### src/rtl/ysyx_22040895_mdu_seq_if.sv
// rtl/ysyx_22040895_mdu_seq_if.sv - request/result bundle between the execute stage and the MDU
// Purpose: groups the MDU handshake, operands, flush and result into one port.
// Signals:
//   valid_i, mduop_i[3:0], src1_i, src2_i, flush_i : requester -> MDU
//   ready_o, busy_o, done_o, result_o              : MDU -> requester
interface ysyx_22040895_mdu_seq_if #(
  parameter int XLEN = 64
);
  logic            valid_i;
  logic [3:0]      mduop_i;
  logic [XLEN-1:0] src1_i;
  logic [XLEN-1:0] src2_i;
  logic            flush_i;
  logic            ready_o;
  logic            busy_o;
  logic            done_o;
  logic [XLEN-1:0] result_o;

  modport master (
    output valid_i, mduop_i, src1_i, src2_i, flush_i,
    input  ready_o, busy_o, done_o, result_o
  );

  modport slave (
    input  valid_i, mduop_i, src1_i, src2_i, flush_i,
    output ready_o, busy_o, done_o, result_o
  );
endinterface

### src/rtl/ysyx_22040895_mdu_seq.sv
// rtl/ysyx_22040895_mdu_seq.sv - multi-cycle sequencer and iterative datapath for mul/mulw/divw/remw
// Purpose: accepts one RV64M operation at a time, iterates shift-add (mul) or
//   restoring division on magnitudes (div), fixes signs, then pulses done_o.
// Ports:
//   clk  : system clock, rising edge
//   rst  : asynchronous active-low reset
//   bus  : slave side of ysyx_22040895_mdu_seq_if
//          (valid_i, mduop_i, src1_i, src2_i, flush_i in;
//           ready_o, busy_o, done_o, result_o out)
module ysyx_22040895_mdu_seq #(
  parameter int XLEN      = 64,
  parameter int MUL_STEPS = 64,
  parameter int W_STEPS   = 32
) (
  input  logic                   clk,
  input  logic                   rst,
  ysyx_22040895_mdu_seq_if.slave bus
);

  localparam int CNT_W = $clog2(MUL_STEPS);

  localparam logic [1:0] OP_MUL  = 2'b00;
  localparam logic [1:0] OP_MULW = 2'b01;
  localparam logic [1:0] OP_REMW = 2'b11;

  typedef enum logic [2:0] {
    S_IDLE,
    S_MUL,
    S_DIV,
    S_FIX,
    S_DONE
  } state_t;

  state_t r_state;
  state_t w_next;

  logic [1:0]       r_op;
  logic [CNT_W-1:0] r_cnt;
  logic [XLEN-1:0]  r_acc;
  logic [XLEN-1:0]  r_mcand;
  logic [XLEN-1:0]  r_mplier;
  logic [31:0]      r_quo;
  logic [31:0]      r_rem;
  logic [31:0]      r_dvs;
  logic             r_neg_q;
  logic             r_neg_r;
  logic [XLEN-1:0]  r_result;

  // ---------------------------------------------------------------- request decode
  logic            w_accept;
  logic [1:0]      w_op;
  logic            w_is_div;
  logic [31:0]     w_a32;
  logic [31:0]     w_b32;
  logic [31:0]     w_a_mag;
  logic [31:0]     w_b_mag;
  logic            w_div_zero;
  logic            w_div_ovf;
  logic            w_special;
  logic [XLEN-1:0] w_special_res;
  logic            w_unused_op1;

  assign w_op         = bus.mduop_i[3:2];
  assign w_is_div     = w_op[1];
  assign w_unused_op1 = bus.mduop_i[1];
  assign w_accept     = bus.valid_i & (r_state == S_IDLE) & bus.mduop_i[0] & ~bus.flush_i;
  assign w_a32        = bus.src1_i[31:0];
  assign w_b32        = bus.src2_i[31:0];
  assign w_a_mag      = w_a32[31] ? (~w_a32 + 32'd1) : w_a32;
  assign w_b_mag      = w_b32[31] ? (~w_b32 + 32'd1) : w_b32;
  assign w_div_zero   = (w_b32 == 32'd0);
  assign w_div_ovf    = (w_a32 == 32'h8000_0000) && (w_b32 == 32'hFFFF_FFFF);
  assign w_special    = w_is_div & (w_div_zero | w_div_ovf);

  // Results for the cases that bypass the iteration entirely.
  always_comb begin
    w_special_res = '0;
    if (w_div_zero) begin
      w_special_res = (w_op == OP_REMW) ? {{(XLEN-32){w_a32[31]}}, w_a32} : '1;
    end else if (w_op != OP_REMW) begin
      w_special_res = {{(XLEN-32){1'b1}}, 32'h8000_0000};
    end
  end

  // ---------------------------------------------------------------- shift-add step
  logic [XLEN-1:0] w_acc_next;
  logic [XLEN-1:0] w_mul_res;

  assign w_acc_next = r_acc + (r_mplier[0] ? r_mcand : '0);
  assign w_mul_res  = (r_op == OP_MULW) ? {{(XLEN-32){w_acc_next[31]}}, w_acc_next[31:0]}
                                        : w_acc_next;

  // ---------------------------------------------------------------- restoring divide step
  // The 33-bit shifted partial remainder never exceeds 2^32-1; bit 32 of the
  // difference is the borrow that decides the quotient bit.
  logic [32:0] w_rem_sh;
  logic [32:0] w_diff;
  logic        w_qbit;
  logic [31:0] w_rem_next;

  assign w_rem_sh   = {r_rem, r_quo[31]};
  assign w_diff     = w_rem_sh - {1'b0, r_dvs};
  assign w_qbit     = ~w_diff[32];
  assign w_rem_next = w_qbit ? w_diff[31:0] : w_rem_sh[31:0];

  // ---------------------------------------------------------------- sign fix-up
  logic [31:0]     w_q_fix;
  logic [31:0]     w_r_fix;
  logic [31:0]     w_fix32;
  logic [XLEN-1:0] w_fix_res;

  assign w_q_fix   = r_neg_q ? (~r_quo + 32'd1) : r_quo;
  assign w_r_fix   = r_neg_r ? (~r_rem + 32'd1) : r_rem;
  assign w_fix32   = (r_op == OP_REMW) ? w_r_fix : w_q_fix;
  assign w_fix_res = {{(XLEN-32){w_fix32[31]}}, w_fix32};

  // ---------------------------------------------------------------- FSM
  logic            w_res_load;
  logic [XLEN-1:0] w_res_val;

  always_ff @(posedge clk or negedge rst) begin
    if (!rst) begin
      r_state <= S_IDLE;
    end else begin
      r_state <= w_next;
    end
  end

  always_comb begin
    w_next     = r_state;
    w_res_load = 1'b0;
    w_res_val  = w_mul_res;
    unique case (r_state)
      S_IDLE: begin
        if (w_accept) begin
          if (w_special) begin
            w_next     = S_DONE;
            w_res_load = 1'b1;
            w_res_val  = w_special_res;
          end else begin
            w_next = w_is_div ? S_DIV : S_MUL;
          end
        end
      end
      S_MUL: begin
        if (r_cnt == '0) begin
          w_next     = S_DONE;
          w_res_load = 1'b1;
          w_res_val  = w_mul_res;
        end
      end
      S_DIV: begin
        if (r_cnt == '0) begin
          w_next = S_FIX;
        end
      end
      S_FIX: begin
        w_next     = S_DONE;
        w_res_load = 1'b1;
        w_res_val  = w_fix_res;
      end
      S_DONE:  w_next = S_IDLE;
      default: w_next = S_IDLE;
    endcase
    // Flush wins over everything, including the result write on entry to DONE.
    if (bus.flush_i) begin
      w_next     = S_IDLE;
      w_res_load = 1'b0;
    end
  end

  // ---------------------------------------------------------------- datapath registers
  always_ff @(posedge clk or negedge rst) begin
    if (!rst) begin
      r_op     <= '0;
      r_cnt    <= '0;
      r_acc    <= '0;
      r_mcand  <= '0;
      r_mplier <= '0;
      r_quo    <= '0;
      r_rem    <= '0;
      r_dvs    <= '0;
      r_neg_q  <= 1'b0;
      r_neg_r  <= 1'b0;
      r_result <= '0;
    end else begin
      if (w_accept) begin
        r_op  <= w_op;
        r_cnt <= (w_op == OP_MUL) ? CNT_W'(MUL_STEPS - 1) : CNT_W'(W_STEPS - 1);
        r_acc <= '0;
        if (w_op == OP_MUL) begin
          r_mcand  <= bus.src1_i;
          r_mplier <= bus.src2_i;
        end else begin
          // Low 32 bits of the product do not depend on operand sign.
          r_mcand  <= {{(XLEN-32){1'b0}}, w_a32};
          r_mplier <= {{(XLEN-32){1'b0}}, w_b32};
        end
        r_quo   <= w_a_mag;
        r_dvs   <= w_b_mag;
        r_rem   <= '0;
        r_neg_q <= w_a32[31] ^ w_b32[31];
        r_neg_r <= w_a32[31];
      end else if (r_state == S_MUL) begin
        r_acc    <= w_acc_next;
        r_mcand  <= r_mcand << 1;
        r_mplier <= r_mplier >> 1;
        r_cnt    <= r_cnt - CNT_W'(1);
      end else if (r_state == S_DIV) begin
        r_rem <= w_rem_next;
        r_quo <= {r_quo[30:0], w_qbit};
        r_cnt <= r_cnt - CNT_W'(1);
      end
      if (w_res_load) begin
        r_result <= w_res_val;
      end
    end
  end

  assign bus.ready_o  = (r_state == S_IDLE);
  assign bus.busy_o   = (r_state != S_IDLE);
  assign bus.done_o   = (r_state == S_DONE);
  assign bus.result_o = r_result;

endmodule

### src/flat_wrapper.sv
// flat-port wrapper written by rule: the top's interface ports become plain ports
module ysyx_22040895_mdu_seq_flat 
#(
  parameter int XLEN      = 64,
  parameter int MUL_STEPS = 64,
  parameter int W_STEPS   = 32
)
  (clk, rst, bus_valid_i, bus_mduop_i, bus_src1_i, bus_src2_i, bus_flush_i, bus_ready_o, bus_busy_o, bus_done_o, bus_result_o);
  ysyx_22040895_mdu_seq_if #(.XLEN(XLEN)) bus_i ();
  input  logic clk;
  input  logic rst;
  input wire logic [$bits(bus_i.valid_i)-1:0] bus_valid_i;
  input wire logic [$bits(bus_i.mduop_i)-1:0] bus_mduop_i;
  input wire logic [$bits(bus_i.src1_i)-1:0] bus_src1_i;
  input wire logic [$bits(bus_i.src2_i)-1:0] bus_src2_i;
  input wire logic [$bits(bus_i.flush_i)-1:0] bus_flush_i;
  output wire logic [$bits(bus_i.ready_o)-1:0] bus_ready_o;
  output wire logic [$bits(bus_i.busy_o)-1:0] bus_busy_o;
  output wire logic [$bits(bus_i.done_o)-1:0] bus_done_o;
  output wire logic [$bits(bus_i.result_o)-1:0] bus_result_o;
  assign bus_i.valid_i = bus_valid_i;
  assign bus_i.mduop_i = bus_mduop_i;
  assign bus_i.src1_i = bus_src1_i;
  assign bus_i.src2_i = bus_src2_i;
  assign bus_i.flush_i = bus_flush_i;
  assign bus_ready_o = bus_i.ready_o;
  assign bus_busy_o = bus_i.busy_o;
  assign bus_done_o = bus_i.done_o;
  assign bus_result_o = bus_i.result_o;
  ysyx_22040895_mdu_seq #(.XLEN(XLEN), .MUL_STEPS(MUL_STEPS), .W_STEPS(W_STEPS)) u_core (.clk(clk), .rst(rst), .bus(bus_i));
endmodule
### config.mk
export PLATFORM = sky130hd
export DESIGN_NAME = ysyx_22040895_mdu_seq_flat
export DESIGN_NICKNAME = d
export VERILOG_FILES = /design/src/rtl/ysyx_22040895_mdu_seq_if.sv /design/src/rtl/ysyx_22040895_mdu_seq.sv /design/src/flat_wrapper.sv
export SDC_FILE = /design/constraint.sdc
export NUM_CORES = 1
export LEC_CHECK = 0
export CAP_MARGIN = 15
export CORE_AREA = 3 3 176 246
export DETAILED_ROUTE_END_ITERATION = 7
export DIE_AREA = 0 0 179 249
export GPL_ROUTABILITY_DRIVEN = 1
export PLACE_DENSITY = 0.8
export SLEW_MARGIN = 20
export SYNTH_ARGS = -nofsm -noshare
export SYNTH_HDL_FRONTEND = slang
export SYNTH_SLANG_ARGS = --single-unit
### constraint.sdc
create_clock -name clk -period 5.4 [get_ports clk]
set_clock_uncertainty 0.05 [all_clocks]
set_input_delay 1.08 -clock clk [delete_from_list [all_inputs] [get_ports clk]]
set_output_delay 1.08 -clock clk [all_outputs]
set_load 0.1 [all_outputs]
-- Word-level counts from Yosys, hierarchy flattened
Cells that the tools add are included.
- add/sub/neg operators: 7
- equal/unequal tests: 14
- muxes and demuxes: 44
- bitwise operators: 12
- reductions and logical operators: 11
- operator list (operator ; number):
    2-to-1 mux 64 bit ; 15
    2-to-1 mux 32 bit ; 12
    adder 32 x 1 -> 32 bit (second input constant) ; 4
    inverter 32 bit ; 4
    case mux 64 bit (2 select lines) ; 1
    adder 64 bit ; 1
    equality test 32 bit (second input constant) ; 2
    subtractor 33 x 32 -> 33 bit ; 1
    logical NOT 32 bit ; 1
    2-to-1 mux 6 bit ; 4
    2-to-1 mux 3 bit ; 5
    case mux 3 bit (4 select lines) ; 1
    != test 3 x 2 -> 1 bit (second input constant) ; 3
    equality test 3 x 2 -> 1 bit (second input constant) ; 2
    logical NOT 6 bit ; 1
    nonzero test 3 bit ; 2
    subtractor 6 x 1 -> 6 bit (second input constant) ; 1
    AND 1 bit ; 4
    equality test 2 bit (second input constant) ; 2
    2-to-1 mux 1 bit ; 4
    nonzero test 2 bit ; 2
    equality test 3 x 1 -> 1 bit (second input constant) ; 1
    equality test 3 bit (second input constant) ; 1
    logical NOT 3 bit ; 1
    other kinds (12) ; 13
- register bits after elaboration: 365
- bits of input ports: 136
- output and inout bits: 67
- word-level logic and storage cells: 100

-- Longest topological paths before layout
- depth after elaboration: 8
- gate-level depth with buffers: 17
- depth with buffers taken out: 15

-- Least setup slack after synthesis
OpenSTA, ideal clock, no wires.
- path type: input to register
- from: input bus_src2_i[6]
- to: register u_core.r_result[61], in the netlist u_core.bus.result_o[61]
- setup time: 0.140 ns
- arrival: 4.083 ns
- data required time: 5.210 ns
- slack: 1.127 ns
- cell stages on the path: 13
- path buffers: 2
- path through: or4_1 or3_1 or3_1 clkbuf_1 nor4b_4 o21ba_2 nor2_1 o21a_1 buf_2 nor3b_4 nand2_2 a2111oi_2 a211oi_1
- word-level cells in the longest chain between the ends: 8
- elaborated cells between the ends (all ways): 13
- those cells by class: eq/ne: 1; mux: 8; bitwise: 2; reduce/logical: 2
- RTL lines (element ; line ; RTL):
    start, declared ; flat_wrapper.sv:15 ; input wire logic [$bits(bus_i.src2_i)-1:0] bus_src2_i;
    equality test 32 bit ; ysyx_22040895_mdu_seq.sv:72 ; assign w_div_ovf = (w_a32 == 32'h8000_0000) && (w_b32 == 32'hFFFF_FFFF);
    logical AND 1 bit ; ysyx_22040895_mdu_seq.sv:72 ;
    OR 1 bit ; ysyx_22040895_mdu_seq.sv:73 ; assign w_special = w_is_div & (w_div_zero | w_div_ovf);
    AND 1 bit ; ysyx_22040895_mdu_seq.sv:73 ;
    2-to-1 mux 1 bit ; ysyx_22040895_mdu_seq.sv:136 ; if (w_special) begin
    2-to-1 mux 1 bit ; ysyx_22040895_mdu_seq.sv:135 ; if (w_accept) begin
    case mux 1 bit (3 select lines) ; ysyx_22040895_mdu_seq.sv:133 ; unique case (r_state)
    2-to-1 mux 1 bit ; ysyx_22040895_mdu_seq.sv:166 ; if (bus.flush_i) begin
    end signal, assigned ; ysyx_22040895_mdu_seq.sv:215 ; r_result <= w_res_val;
    end, declared ; ysyx_22040895_mdu_seq.sv:47 ; logic [XLEN-1:0] r_result;
Parallel ways exist; a longest one is shown, timed or not.
A chain may end at the register's enable or synchronous reset.

-- Final worst setup path
- from: input bus_src1_i[2]
- to: register u_core.r_result[50], in the netlist u_core.bus.result_o[50]
- word-level cells in the longest chain between the ends: 8
- elaborated cells between the ends (all ways): 11
- those cells by class: eq/ne: 1; mux: 7; bitwise: 2; reduce/logical: 1
- RTL lines (element ; line ; RTL):
    start, declared ; flat_wrapper.sv:14 ; input wire logic [$bits(bus_i.src1_i)-1:0] bus_src1_i;
    equality test 32 bit (*) ; ysyx_22040895_mdu_seq.sv:72 ;
    logical AND 1 bit (*) ; ysyx_22040895_mdu_seq.sv:72 ;
    OR 1 bit (*) ; ysyx_22040895_mdu_seq.sv:73 ;
    AND 1 bit (*) ; ysyx_22040895_mdu_seq.sv:73 ;
    2-to-1 mux 1 bit ; ysyx_22040895_mdu_seq.sv:136 ;
    2-to-1 mux 1 bit ; ysyx_22040895_mdu_seq.sv:135 ;
    case mux 1 bit (3 select lines) ; ysyx_22040895_mdu_seq.sv:133 ;
    2-to-1 mux 1 bit ; ysyx_22040895_mdu_seq.sv:166 ;
Mark *: on every way between the ends. The rest lies on a longest branch, timed or not.

==> results.md <==
* Via count at 23.7k
* Number of flops mapped to enable cells by yosys at 0
* Hold Startpoint: u_core.r_dvs[1]$_DFFE_PN0P_
* Ys flop type: dfrtp_1
* Worst R2R Start: u_core.r_mplier[0]$_DFFE_PN0P_
* Clock transition at the registers of the reported paths at 0.06 ns
* First-pass GRT wire length at 122 mm
* Hold Fails Final Rpt at 0
* Critical path, cell by cell: clkdlybuf4s50_1 > or4_1 > nor4_2 > nand4_1 > or4_1 > o21ba_2 > nor2_1 > o21a_4 > nor3b_4 > nand2_1 > o21ai_0 > a21oi_1
* Final setup viols at 0
* Cts hold-fix bufs at 0
* Reg2Reg Depth at 17
* Via density at 6.40
* Data arrival, critical path at 5.18 ns
* Leak at 12.3 nW
* All-layer global routing usage at 0.337
* Resize count post-CTS at 0
* Initial antenna violation count at 4
* Clock H-tree levels at 2
* Final #Nets at 3364
* WP depth at 12
* RePlAce Congestion at 0.984
* Number of global-route vias before repair at 22.9k
* Post-CTS Setup Repair Bufs at 0
* Setup Slack @ Placement at 0.156 ns
* Crit path buf inv count at 1
* Cells on Worst Hold Path at 2
* Clock insertion delay at the later pin of the skew report at 0.56 ns
* Critical Path Slowest Stage Cell: or4_1
* Fraction of layout cells with a size suffix above 1 at 0.0545
* Worst Path Required at 5.79 ns
* Status: complete, no violations
* WS Path Type: input pin to register
* Die width at 179 um
* Largest net degree at the start of global routing at 128
* Max Cap Viol at 0
* Post-route ant nets at 0
* Mapped Area at 24200 um^2
* Total congestion overflow at 0
* Critical Path Max Stage Delay at 0.66 ns
* Leading area contributor after synthesis: dfrtp_1
* Power per cell area at 567 nW/um^2
* Most frequent cells in the layout: nand2_1 (435), dfrtp_1 (364), o21ai_0 (316)
* DR pass1 iterations at 6
* Post-synth top area share at 0.378
* Core region area at 41300 um^2
* Largest cells by area after synthesis: dfrtp_1 (38%), nand2_1 (6.8%), o21ai_0 (6.5%), a21oi_1 (5.3%), ha_1 (5.3%)
* Maximum vdd drop at 452 uV
* Sequential element share of the synthesized area at 0.378
* Netlist cell types at 73
* Worst R2R Setup Slack at 0.68 ns
* Fin Setup TNS at 0 ns
* Port Buf Inserts at 201
* Final worst setup slack at 0.607 ns
* Slew of the pin with the lowest slew margin at 1.08 ns
* Cell family with most CP delay: simple AND/OR/NAND/NOR gates
* Fin. max-slew vios at 0
* Reg-to-Reg End: u_core.bus.result_o[63]$_DFFE_PN0P_
* Synth warn at 0
* Total power at 16.0 mW
* Worst Path Max Fanout at 15
* Detailed Place HPWL at 54.8 mm
* Post-placement cell area at 26700 um^2
* Clock Path Buffers at 3
* Final period utilization at 0.888
* Row count at 88
* Top cell by count, worst path: or4_1
* Ys async rst share at 1.00
* Fin area at 28100 um^2
* Residual DRC count at 0
* CP startpoint kind: input pin
* RSZ-0062 raised after global routing: false
* Syn_area_per_cell at 8.04 um^2
* Final min period at 4.79 ns
* CTS Sinks at 365
* Ports at 203
* Min Hold Slack at 0.431 ns
* Die span in y at 249 um
* Area delta synth->final at 16.4%
* Relative slew slack at 0.277
* Drt wl/cell at 20.7 um
* CP Launch Point: bus_src1_i[2]
* Routed wire length at 76.7 mm
* TritonCTS buffer count at 40
* Root buf cell: clkbuf_16
* Most common cell after layout, fill and taps aside: nand2_1
* Synth Instances at 3005
* Initial DRC count at 2480
* Die Area at 44600 um^2
* Hold WC Path Type: register to register
* #FFs+latches synth at 365
* Crit. End Element: register
* Mapped Nets at 3245
* Initial core utilization at 0.585
* CTS tree: done
* CP Capture Point: u_core.bus.result_o[50]$_DFFE_PN0P_
* Maximum clock frequency at 0.209 GHz
==> cells by family (layout without fill, tap and decap cells) <==
kind of cell    Yosys count  after routing  synth area share
buf+inv                 265            414            0.0419
simple gates           1118           1118             0.210
compound gates          937            937             0.236
xor+xnor                206            206            0.0747
fa+ha+maj               104            104            0.0545
mux                      10             10           0.00419
other cells               0              4                 0
flops                   365            365             0.378
==> through the flow <==
stage	utilization	instances
finish	0.681	3698
global route	0.681	3698
CTS	0.681	3694
floorplan	-	3005
detailed placement	0.647	3622
global placement	0.647	3622
==> state kept, by name (all words and copies together) (netlist names), 6 cells and up <==
register / flops
u_core.bus.result_o: 64
u_core.r_acc: 64
u_core.r_cnt: 6
u_core.r_dvs: 32
u_core.r_mcand: 64
u_core.r_mplier: 64
u_core.r_quo: 32
u_core.r_rem: 32
==> synthesized netlist by cell type (25+ instances only) <==
library cell	count
xor2_1	102
nand2_1	436
dfrtp_1	365
a21oi_1	255
o21ai_0	316
nand4_1	25
nand3_1	131
and2_1	74
xnor2_1	104
inv_1	76
nor3_1	30
a22oi_1	66
a31oi_1	32
clkbuf_1	164
nor2_1	288
o31ai_1	41
ha_1	102
a21o_1	37
==> worst min path at each step <==
stage and to:
2_1_floorplan u_core.r_mplier[2]$_DFFE_PN0P_, 3_3_place_gp u_core.r_mplier[23]$_DFFE_PN0P_, 3_5_place_dp u_core.r_mplier[12]$_DFFE_PN0P_, 4_1_cts u_core.r_dvs[27]$_DFFE_PN0P_, 5_1_grt u_core.r_mplier[27]$_DFFE_PN0P_, 6_report u_core.r_dvs[1]$_DFFE_PN0P_
==> layer usage <==
layer	global-route usage	up-vias	share of wire
met4	0.156	0	0.052
li1	-	10900	-
met2	0.580	1044	0.50
met3	0.0363	219	0.060
met1	0.422	11500	0.39
met5	0	-	0
==> layout make-up <==
type	count	area, um^2
Antenna cell	4	10.0
Clock buffer	56	1170
Clock inverter	16	213
Fill cell	3455	13200
Inverter	76	285
Multi-Input combinational cell	2375	14100
Sequential cell	365	9140
Tap cell	540	676
Timing Repair Buffer	266	2550
==> worst register-to-register path, stage by stage, from the launching register on <==
cell and delay [ns]:
dfrtp_1 0.41, buf_4 0.43, buf_4 0.36, and2_1 0.17, ha_1 0.31, a21oi_1 0.21
o21ai_0 0.21, a31o_2 0.27, or4_1 0.51, a31oi_1 0.17, buf_4 0.18, o32ai_1 0.13
o41ai_1 0.31, buf_4 0.21, o211ai_1 0.13, a21oi_1 0.19, xnor2_1 0.18, o221a_2 0.23
==> power by group <==
group / internal, mW / switching (mW)
Combinational: 3.09 / 5.31
Sequential: 3.71 / 0.949
Clock: 1.72 / 1.19
Power figures use the tool's default switching activity.
